## src/rtl/rr_grant_sequencer.sv

```systemverilog
// rr_grant_sequencer
//   4-channel round-robin grant sequencer. It drives a registered 2-bit grant
//   index for a downstream 2-to-4 decoder. A grant is held until it is released,
//   its request drops or it times out. After each grant the block inserts one
//   idle GAP cycle, so the decoder enable always drops between grants.
//
// Parameters
//   TIMEOUT_CYC  maximum number of cycles a grant is held (0 disables timeout)
//   CNT_W        hold-counter width; 2**CNT_W must exceed TIMEOUT_CYC
//
// Ports
//   i_clk      clock, rising edge
//   i_rst      asynchronous active-high reset
//   i_req      request per channel, bit k = channel k
//   i_release  current grantee is done (only looked at while granting)
//   o_sel      granted channel index (registered), feeds decoder i_I
//   o_sel_vld  o_sel is a live grant (registered)
//   o_busy     high in GRANT or GAP (registered)
//   o_timeout  one-cycle pulse when a grant is revoked purely by timeout
module rr_grant_sequencer #(
    parameter int TIMEOUT_CYC = 15,
    parameter int CNT_W       = 4
) (
    input  logic       i_clk,
    input  logic       i_rst,
    input  logic [3:0] i_req,
    input  logic       i_release,
    output logic [1:0] o_sel,
    output logic       o_sel_vld,
    output logic       o_busy,
    output logic       o_timeout
);

    typedef enum logic [1:0] {
        S_IDLE  = 2'd0,
        S_GRANT = 2'd1,
        S_GAP   = 2'd2
    } state_t;

    localparam bit                 TO_EN    = (TIMEOUT_CYC != 0);
    localparam logic [CNT_W-1:0]   CNT_LAST = TO_EN ? CNT_W'(TIMEOUT_CYC - 1) : '0;

    state_t           state_q;
    logic [1:0]       ptr_q;
    logic [1:0]       sel_q;
    logic [CNT_W-1:0] cnt_q;
    logic             vld_q;
    logic             busy_q;
    logic             tmo_q;

    logic [1:0]       win_d;
    logic [1:0]       idx;
    logic             rel_end;
    logic             drop_end;
    logic             to_end;

    // Round-robin pick: scan from ptr upward with 2-bit wrap. The loop runs
    // from the farthest offset down so the nearest requester overwrites it.
    always_comb begin
        win_d = ptr_q;
        idx   = ptr_q;
        for (int k = 3; k >= 0; k--) begin
            idx = ptr_q + 2'(k);
            if (i_req[idx]) begin
                win_d = idx;
            end
        end
    end

    assign rel_end  = i_release;
    assign drop_end = ~i_req[sel_q];
    assign to_end   = TO_EN && (cnt_q == CNT_LAST);

    always_ff @(posedge i_clk or posedge i_rst) begin
        if (i_rst) begin
            state_q <= S_IDLE;
            ptr_q   <= 2'd0;
            sel_q   <= 2'd0;
            cnt_q   <= '0;
            vld_q   <= 1'b0;
            busy_q  <= 1'b0;
            tmo_q   <= 1'b0;
        end else begin
            case (state_q)
                S_IDLE: begin
                    tmo_q <= 1'b0;
                    if (|i_req) begin
                        sel_q   <= win_d;
                        vld_q   <= 1'b1;
                        busy_q  <= 1'b1;
                        cnt_q   <= '0;
                        state_q <= S_GRANT;
                    end
                end
                S_GRANT: begin
                    if (rel_end || drop_end || to_end) begin
                        vld_q   <= 1'b0;
                        ptr_q   <= sel_q + 2'd1;
                        // The pulse flags a revocation, not a grant that ended anyway.
                        tmo_q   <= to_end && !rel_end && !drop_end;
                        state_q <= S_GAP;
                    end else begin
                        cnt_q <= cnt_q + CNT_W'(1);
                    end
                end
                S_GAP: begin
                    tmo_q   <= 1'b0;
                    busy_q  <= 1'b0;
                    state_q <= S_IDLE;
                end
                default: begin
                    vld_q   <= 1'b0;
                    busy_q  <= 1'b0;
                    tmo_q   <= 1'b0;
                    state_q <= S_IDLE;
                end
            endcase
        end
    end

    assign o_sel     = sel_q;
    assign o_sel_vld = vld_q;
    assign o_busy    = busy_q;
    assign o_timeout = tmo_q;

endmodule
```

## config.mk

```make
export PLATFORM = sky130hd
export DESIGN_NAME = rr_grant_sequencer
export DESIGN_NICKNAME = d
export VERILOG_FILES = /design/src/rtl/rr_grant_sequencer.sv
export SDC_FILE = /design/constraint.sdc
export NUM_CORES = 1
export LEC_CHECK = 0
export ABC_AREA = 1
export CAP_MARGIN = 0
export CORE_MARGIN = 3
export CORE_UTILIZATION = 52
export DETAILED_ROUTE_END_ITERATION = 8
export PLACE_DENSITY = 0.88
export SYNTH_ARGS = -nofsm -noshare
export SYNTH_HDL_FRONTEND = slang
export SYNTH_SLANG_ARGS = --single-unit
```

## constraint.sdc

```tcl
create_clock -name i_clk -period 1.4 [get_ports i_clk]
set_clock_uncertainty 0.1 [all_clocks]
set_input_delay 0.14 -clock i_clk [delete_from_list [all_inputs] [get_ports i_clk]]
set_output_delay 0.14 -clock i_clk [all_outputs]
set_load 0.005 [all_outputs]
```

### Yosys cells after proc, flatten, opt, wreduce, memory -nomap -nowiden

Index checks and enable logic that the tools add are counted.

| word-level totals | value |
|---|---|
| bits in registers | 13 |
| output and inout port bits | 5 |
| logic and storage cells | 66 |

| operators by class | value |
|---|---|
| add/sub/neg operators | 5 |
| $lt $le $gt $ge | 5 |
| equality and inequality tests | 6 |
| mux-type cells | 26 |
| bitwise logic cells | 3 |
| reduce and logical (&&, ||, !) cells | 14 |

Operators by type and width:

| cell | count |
|---|---|
| less-than comparator 2 x 3 -> 1 bit, second input constant | 5 |
| 2-to-1 mux 2 bit | 6 |
| binary-select mux 1 bit (select 2 bit) | 5 |
| 2-to-1 mux 1 bit | 9 |
| 2-to-1 mux 4 bit | 2 |
| one-hot mux 4 bit (2 select lines) | 1 |
| AND reduction 2 bit | 4 |
| != test 2 bit, second input constant | 3 |
| AND reduction 3 bit | 2 |
| adder 2 x 1 -> 2 bit, second input constant | 2 |
| adder 2 bit, second input constant | 2 |
| adder 4 x 1 -> 4 bit, second input constant | 1 |
| == test 4 bit, second input constant | 1 |
| one-hot mux 2 bit (2 select lines) | 1 |
| OR reduction 4 bit | 1 |
| NOT 1 bit | 3 |
| one-hot mux 1 bit (3 select lines) | 1 |
| == test 2 x 1 -> 1 bit, second input constant | 1 |
| == test 2 bit, second input constant | 1 |
| logical AND 1 bit | 2 |
| zero test 2 bit | 1 |
| logical OR 1 bit | 2 |
| one-hot mux 1 bit (2 select lines) | 1 |
| nonzero test 2 bit | 1 |
| zero test 1 bit | 1 |

### Depth between registers and ports, before layout

Gate-level depths: netlist of run 1.

| depth | value |
|---|---|
| depth after elaboration | 7 |
| gate-level depth with buffers | 11 |
| depth with buffers taken out | 11 |

### Least setup slack after synthesis of run 1

Ideal clock, no wire load.

| path | value |
|---|---|
| kind | reg2reg |
| start point | register sel_q[0], in the netlist o_sel[0] |
| end point | register cnt_q[3] |
| arrival | 1.079 ns |
| data required time | 1.183 ns |
| setup slack | 0.104 ns |
| stages on the path, launching flop included | 10 |
| clock period less this slack | 1.296 ns |
| cell sequence | dfrtp_1 > buf_6 > nor2_1 > nor2_2 > nand2_1 > nand2_2 > nand4_4 > nand2_2 > nand2_1 > nand2_1 |

| between the ends | value |
|---|---|
| longest elaborated chain between the ends | 7 |

Ends and longest elaborated chain:

| item | line | text |
|---|---|---|
| start, declared | 45 | `logic [1:0] sel_q;` |
| start signal, assigned | 88 | `sel_q <= win_d;` |
| binary-select mux 1 bit (select 2 bit) | 71 | `assign drop_end = ~i_req[sel_q];` |
| 2-to-1 mux 1 bit (not written as such) | 71 |  |
| NOT 1 bit | 71 |  |
| logical OR 1 bit (2 in series) | 96 | `if (rel_end \|\| drop_end \|\| to_end) begin` |
| != test 2 bit (no source line) | -- |  |
| AND reduction 3 bit (no source line) | -- |  |
| end signal, assigned | 103 | `cnt_q <= cnt_q + CNT_W'(1);` |
| end, declared | 46 | `logic [CNT_W-1:0] cnt_q;` |

Every way passes these cells. The select of a mux whose other input is x is not followed.
A chain may end at the register's enable or synchronous reset.

### Worst setup path in the final report of run 1

| path | value |
|---|---|
| start point | register ptr_q[0] |
| end point | register sel_q[0], in the netlist o_sel[0] |

| between the ends | value |
|---|---|
| longest elaborated chain between the ends | 7 |

Ends and longest elaborated chain:

| item | line | text |
|---|---|---|
| start, declared | 44 | `logic [1:0] ptr_q;` |
| start signal, assigned | 98 | `ptr_q <= sel_q + 2'd1;` |
| adder 2 bit | 63 | `idx = ptr_q + 2'(k);` |
| binary-select mux 1 bit (select 2 bit) | 64 | `if (i_req[idx]) begin` |
| 2-to-1 mux 1 bit (not written as such) | 64 |  |
| 2-to-1 mux 2 bit (3 in series) | 64 |  |
| 2-to-1 mux 2 bit (*) | 64 |  |

Mark *: on every way between the ends. The rest lies on a longest branch, timed or not. The select of a mux whose other input is x is not followed.

==> results.py, run 1 <==
metrics = {
    "floorplan": {
        "die-area_um2": 2200,
        "core_area_um2": 1540,
        "ios": 12,
        "die_h_um": 46.9,
        "die_w_um": 46.9,
        "start_util_pct": 56.3,
        "rows": 14,
    },
    "route": {
        "num_vias": 998,
        "drtIter0Drc": 32,
        "drt_wl_total_um": 2730,
        "viasPerCell": 5.91,
        "routedWlPerCell_um": 16.2,
        "drc_errors": 0,
        "final_antenna_net_count": 0,
        "drt_pass1_iterations": 4,
    },
    "worst_setup_path": {
        "crit_start": "ptr_q[0]",
        "setup.worst_path.start_class": "flop",
        "critPathKind": "reg -> reg",
        "reg2reg_from": "ptr_q[0]",
        "endpoint_kind": "flop",
        "cp_max_fo": 7,
        "worstPathRequired_ns": 1.48,
        "arrival_ns": 1.54,
    },
    "global_route": {
        "grt_remaining_overflow": 0,
        "grt_pass1_wl_um": 3290,
        "grt_usage_pct": 21.2,
        "grt_max_degree": 14,
        "first_global_vias": 768,
        "antenna_found_initial": 0,
    },
    "layout": {
        "diodes": 0,
        "fin_util_pct": 84.6,
        "drive_above_1_share_pct": 42.5,
        "fillers": 78,
        "finish.instance_area_um2": 1300,
        "synthToLayoutAreaGrowth_pct": 50.1,
        "seqCellArea_um2": 328,
        "finalNonFillerCells": 169,
        "nets": 163,
        "multi_input_area_um2": 586,
    },
    "clocking": {
        "cts_made_buffers": 3,
        "hold_buffers": 0,
        "htree_levels": 1,
        "clkSinkCount": 13,
        "cts_buffer_depth": 2,
        "clock_latency_ns": 0.28,
        "cts_tree": "built",
        "clk_pin_slew_ns": 0.08,
        "root_buffer": "clkbuf_4",
    },
    "power_and_ir_drop": {
        "ir_worst_vdd_uv": 1240,
        "leakage_nw": 0.708,
        "power_density_nw_per_um2": 2260,
    },
    "placement": {
        "placed_cells": 154,
        "place_congestion": 0.879,
        "placed_area_um2": 1040,
        "dp_hpwl_um": 1520,
        "io_buffers": 11,
    },
    "flow_run": {
        "maxCapViolations": 0,
    },
    "timing": {
        "fin_crit_ns": 1.46,
        "setup_viol": 9,
        "slew_headroom_pct": 66.9,
        "hold_violations": 0,
        "clock.fmax_mhz": 685,
        "timing.final.max_slew_violations": 0,
        "rsz0062_at_grt": "true",
        "fin_crit_sh_pct": 104,
        "worst_slew_pin_slew_ns": 0.495,
        "fin_ws_ns": -0.0605,
    },
    "synth": {
        "yosys-top-cells-area": "dfrtp_1 37%, nand2_1 18%, nand3_1 7.5%",
        "synth_most_common_cell": "nand2_1",
        "syn_area_um2": 868,
        "synth-seq-cells": 13,
        "synth.distinct_cells": 22,
        "ys.flop_type": "dfrtp_1",
        "synth_nets": 130,
        "netlist_instances": 121,
        "synth_common_cells": "41 x nand2_1, 16 x inv_1, 13 x dfrtp_1, 13 x nand3_1",
        "ys_seq_area_share_pct": 37.5,
        "yosysTopAreaCell": "dfrtp_1",
        "yosysWarnings": 0,
        "avgSynthCellArea_um2": 7.18,
        "synth_top_cell_area_share_pct": 37.5,
        "synth-edff-count": 0,
        "ys_async_sr_fraction_pct": 100,
    },
    "run_status": {
        "status": "finished, violations left",
        "violations": "negative setup slack",
    },
    "worst_hold_path": {
        "hold_class": "in -> async",
    },
}
metal layers:
layer,share of wire (%),vias to the layer above,global-route usage [%]
met5,0,-,0
met4,3.2,0,5.52
met3,9.3,16,6.13
met2,47,64,35.8
met1,41,469,26.4
li1,-,449,-
through the flow:
step	power, mW	setup TNS, ns	hold slack [ns]	worst slack (ns)
2_1_floorplan	1.56	0	-0.0830	0.104
3_3_place_gp	1.93	-0.774	0.360	-0.148
3_5_place_dp	2.00	-1.29	0.393	-0.199
4_1_cts	2.38	-0.00777	0.0942	-0.00665
5_1_grt	3.12	-0.798	0.111	-0.136
6_report	2.94	-0.353	0.0796	-0.0605
cell families (layout without fill, tap and decap cells):
group | after synthesis | after routing | share of synthesized area [%]
xor gates and xnor gates | 3 | 3 | 3.03
adders and majority gates | 2 | 2 | 2.88
DFF | 13 | 13 | 37.5
buffers and inverters | 21 | 53 | 10.8
and+or+nand+nor | 70 | 70 | 38.2
AOI/OAI and AO/OA | 12 | 12 | 7.64
final cells by class:
class,instances,share of cell area [%]
Multi-Input combinational cell,87,44.9
Sequential cell,13,25.1
Timing Repair Buffer,30,20.7
Inverter,19,5.66
Clock buffer,4,2.02
Tap cell,16,1.54
report_power, final:
group,switching [mW],internal (mW)
Sequential,0.148,0.518
Clock,0.121,0.111
Combinational,1.15,0.897
Total,1.42,1.53
flip-flops by register name, indices dropped and copies added, names as in the netlist:
register,count
o_sel,2
ptr_q,2
o_sel_vld,1
o_timeout,1
state_q,2
o_busy,1
cnt_q,4
worst max-delay path, cell delays in order (launching register included):
cell and delay, ns:
dfrtp_1 0.44, buf_6 0.17, nand2_4 0.07, o21ai_4 0.07
nand2_2 0.10, nand2_1 0.06, inv_1 0.06, nand2_2 0.05
nand2_1 0.06, nand2_1 0.05, nand3_1 0.07, nand2_1 0.05
repair_timing:
action | in CTS | in global routing
buffers inserted | 4 | 7
endpoints found under the setup margin | 4 | 12
gates resized for setup | 10 | 39
pin swaps | 3 | 15
cloned | 0 | 0
hold endpoints to repair | 0 | 0
worst paths after layout:
kind                        endpoint  slack, ns  depth (start not counted)
min reg2reg                o_sel_vld       0.40                          2
min                         o_sel[0]       0.08                          2
max in group asynchronous   o_sel[1]       0.76                          2
max reg2reg                 o_sel[0]      -0.06                         11
max                         o_sel[0]      -0.06                         11
min in group i_clk         o_sel_vld       0.40                          2
layout by cell type, fill, tap and decap left out, types with 3 or more instances in the layout:
master,n
inv_1,15
dfrtp_1,11
nand3_1,9
o21ai_1,4
nor2_1,6
nand3_2,4
buf_6,3
nand2_2,20
dlymetal6s2s_1,3
nand2_1,20
nand2_4,5
inv_2,3
clkdlybuf4s50_1,7
buf_4,16
clkbuf_4,3
Note: power is estimated with default switching activity, not from simulation.
==> inputs of run 2 (changes only) <==
- CORE_UTILIZATION: 52 -> 30
- PLACE_DENSITY: 0.88 -> 0.61
==> run 2 against run 1 <==
Effect of this change: clock power is essentially flat; sequential power grew 5.0%; flip-flop and latch count is the same; critical path type unchanged; the flow still finishes with violations (negative setup slack); largest power group unchanged.
==> results.py, run 2 (synthesized netlist as in run 1, its figures left out) <==
metrics = {
    "route": {
        "drc_errors": 0,
        "drtIter0Drc": 32,
        "final_antenna_net_count": 0,
        "viasPerCell": 4.69,
        "routedWlPerCell_um": 11.2,
        "drt_pass1_iterations": 4,
        "num_vias": 849,
        "drt_wl_total_um": 2030,
    },
    "worst_setup_path": {
        "setup.worst_path.start_class": "flop",
        "cp_max_fo": 5,
        "critPathKind": "reg -> reg",
        "cp_top_family": "simple AND/OR/NAND/NOR gates",
        "endpoint_kind": "flop",
        "crit_top_cell": "nand2_1",
        "worstPathRequired_ns": 1.51,
        "crit_path_max_incr_delay_ns": 0.47,
        "arrival_ns": 1.55,
        "crit_slowest_cell": "dfrtp_2",
        "worstPathCellList": "buf_6 -> o21ai_4 -> nand2_1 -> nand2_1 -> nand2_1 -> nand2_2 -> nand2_2 -> nand2_2 -> nand3_2 -> nand2_1",
        "critPathBufInv": 1,
    },
    "clocking": {
        "htree_levels": 1,
        "clkSinkCount": 13,
        "clock_latency_ns": 0.28,
        "cts_made_buffers": 3,
        "root_buffer": "clkbuf_4",
        "clk_pin_slew_ns": 0.08,
        "hold_buffers": 0,
        "cts_buffer_depth": 2,
        "cts_tree": "built",
    },
    "layout": {
        "fillers": 261,
        "fin_util_pct": 49.5,
        "nets": 161,
        "most-common-layout-cells": "23 x nand2_1, 18 x nand2_2, 15 x buf_4",
        "regMostFlops": "cnt_q",
        "layout_commonest_cell": "nand2_1",
        "largest_reg_flops": 4,
        "synthToLayoutAreaGrowth_pct": 48.8,
        "drive_above_1_share_pct": 41.7,
        "diodes": 0,
    },
    "power_and_ir_drop": {
        "power_density_nw_per_um2": 2060,
        "ir_worst_vdd_uv": 1060,
        "leakage_nw": 0.708,
        "finalPower_mw": 2.66,
    },
    "global_route": {
        "grt_remaining_overflow": 0,
        "grt_max_degree": 14,
        "first_global_vias": 861,
        "grt_usage_pct": 12.9,
        "grt_pass1_wl_um": 3480,
        "antenna_found_initial": 0,
    },
    "timing": {
        "setup_viol": 1,
        "worst_slew_pin_slew_ns": 0.272,
        "clock.fmax_mhz": 691,
        "fin_crit_sh_pct": 103,
        "fin_crit_ns": 1.45,
        "slew_headroom_pct": 81.9,
        "fin_ws_ns": -0.0475,
        "timing.final.max_slew_violations": 0,
        "hold_violations": 0,
        "setup_tns_ns": -0.0475,
        "rsz0062_at_grt": "true",
    },
    "floorplan": {
        "ios": 12,
        "die-area_um2": 3580,
        "die_w_um": 59.8,
        "rows": 18,
        "die_h_um": 59.8,
        "start_util_pct": 33.2,
        "core_area_um2": 2610,
    },
    "flow_run": {
        "maxCapViolations": 0,
    },
    "worst_hold_path": {
        "hold_class": "in -> async",
    },
    "placement": {
        "pre_cts_slack_ns": -0.198,
        "place_congestion": 0.842,
        "io_buffers": 11,
        "dp_hpwl_um": 1460,
    },
    "run_status": {
        "status": "finished, violations left",
        "violations": "negative setup slack",
    },
}
run 2: final cells by class:
| class | instances | area, um^2 | area share [%] |
|---|---|---|---|
| clock inverter | 1 | 5.00 | 0.387 |
| timing repair buffer | 28 | 256 | 19.8 |
| sequential | 13 | 330 | 25.6 |
| tap | 30 | 37.5 | 2.90 |
| multi-input combinational | 87 | 564 | 43.7 |
| clock buffer | 3 | 22.5 | 1.74 |
| inverter | 19 | 76.3 | 5.91 |
run 2: worst reg2reg max path, cell delays in order (launching register included):
cell and delay [ns]:
dfrtp_2 0.47, buf_6 0.16, o21ai_4 0.13, nand2_1 0.07, nand2_1 0.06, nand2_1 0.06, nand2_2 0.09, nand2_2 0.06
nand2_2 0.05, nand3_2 0.05, nand2_1 0.07
run 2: what timing repair did:
action,4_1_cts,5_1_grt
setup endpoints to repair,5,13
setup buffers,6,1
pin swaps,4,13
resized for setup,10,38
run 2: final timing paths:
check	from	to	slack [ns]	cells past startpoint
max in group asynchronous	i_rst	o_sel[0]	0.98	3
min in group i_clk	o_sel_vld	o_sel_vld	0.37	2
hold / removal	i_rst	cnt_q[1]	0.04	3
hold reg to reg	o_sel_vld	o_sel_vld	0.37	2
setup / recovery	ptr_q[0]	o_sel[0]	-0.05	10
setup reg to reg	ptr_q[0]	o_sel[0]	-0.05	10
run 2: through the flow:
stage | instances | hold slack [ns] | area (um^2)
after global routing | 181 | 0.0850 | 1290
after floorplan | 121 | -0.0830 | 868
after detailed placement | 171 | 0.351 | 1080
final | 181 | 0.0373 | 1290
after CTS | 181 | 0.0397 | 1180
after global placement | 171 | 0.349 | 1080
run 2: layer usage:
metal,up-vias,GRT usage [%],share of wire (%)
met5,-,0,0
met4,0,7.59,3.0
met3,6,1.51,2.9
met2,12,22.5,51
met1,388,14.8,43
li1,443,-,-
run 2: where the power goes:
| group | internal [mW] | switching, mW |
|---|---|---|
| clock | 0.106 | 0.122 |
| sequential | 0.524 | 0.176 |
| combinational | 0.789 | 0.943 |
| total | 1.42 | 1.24 |
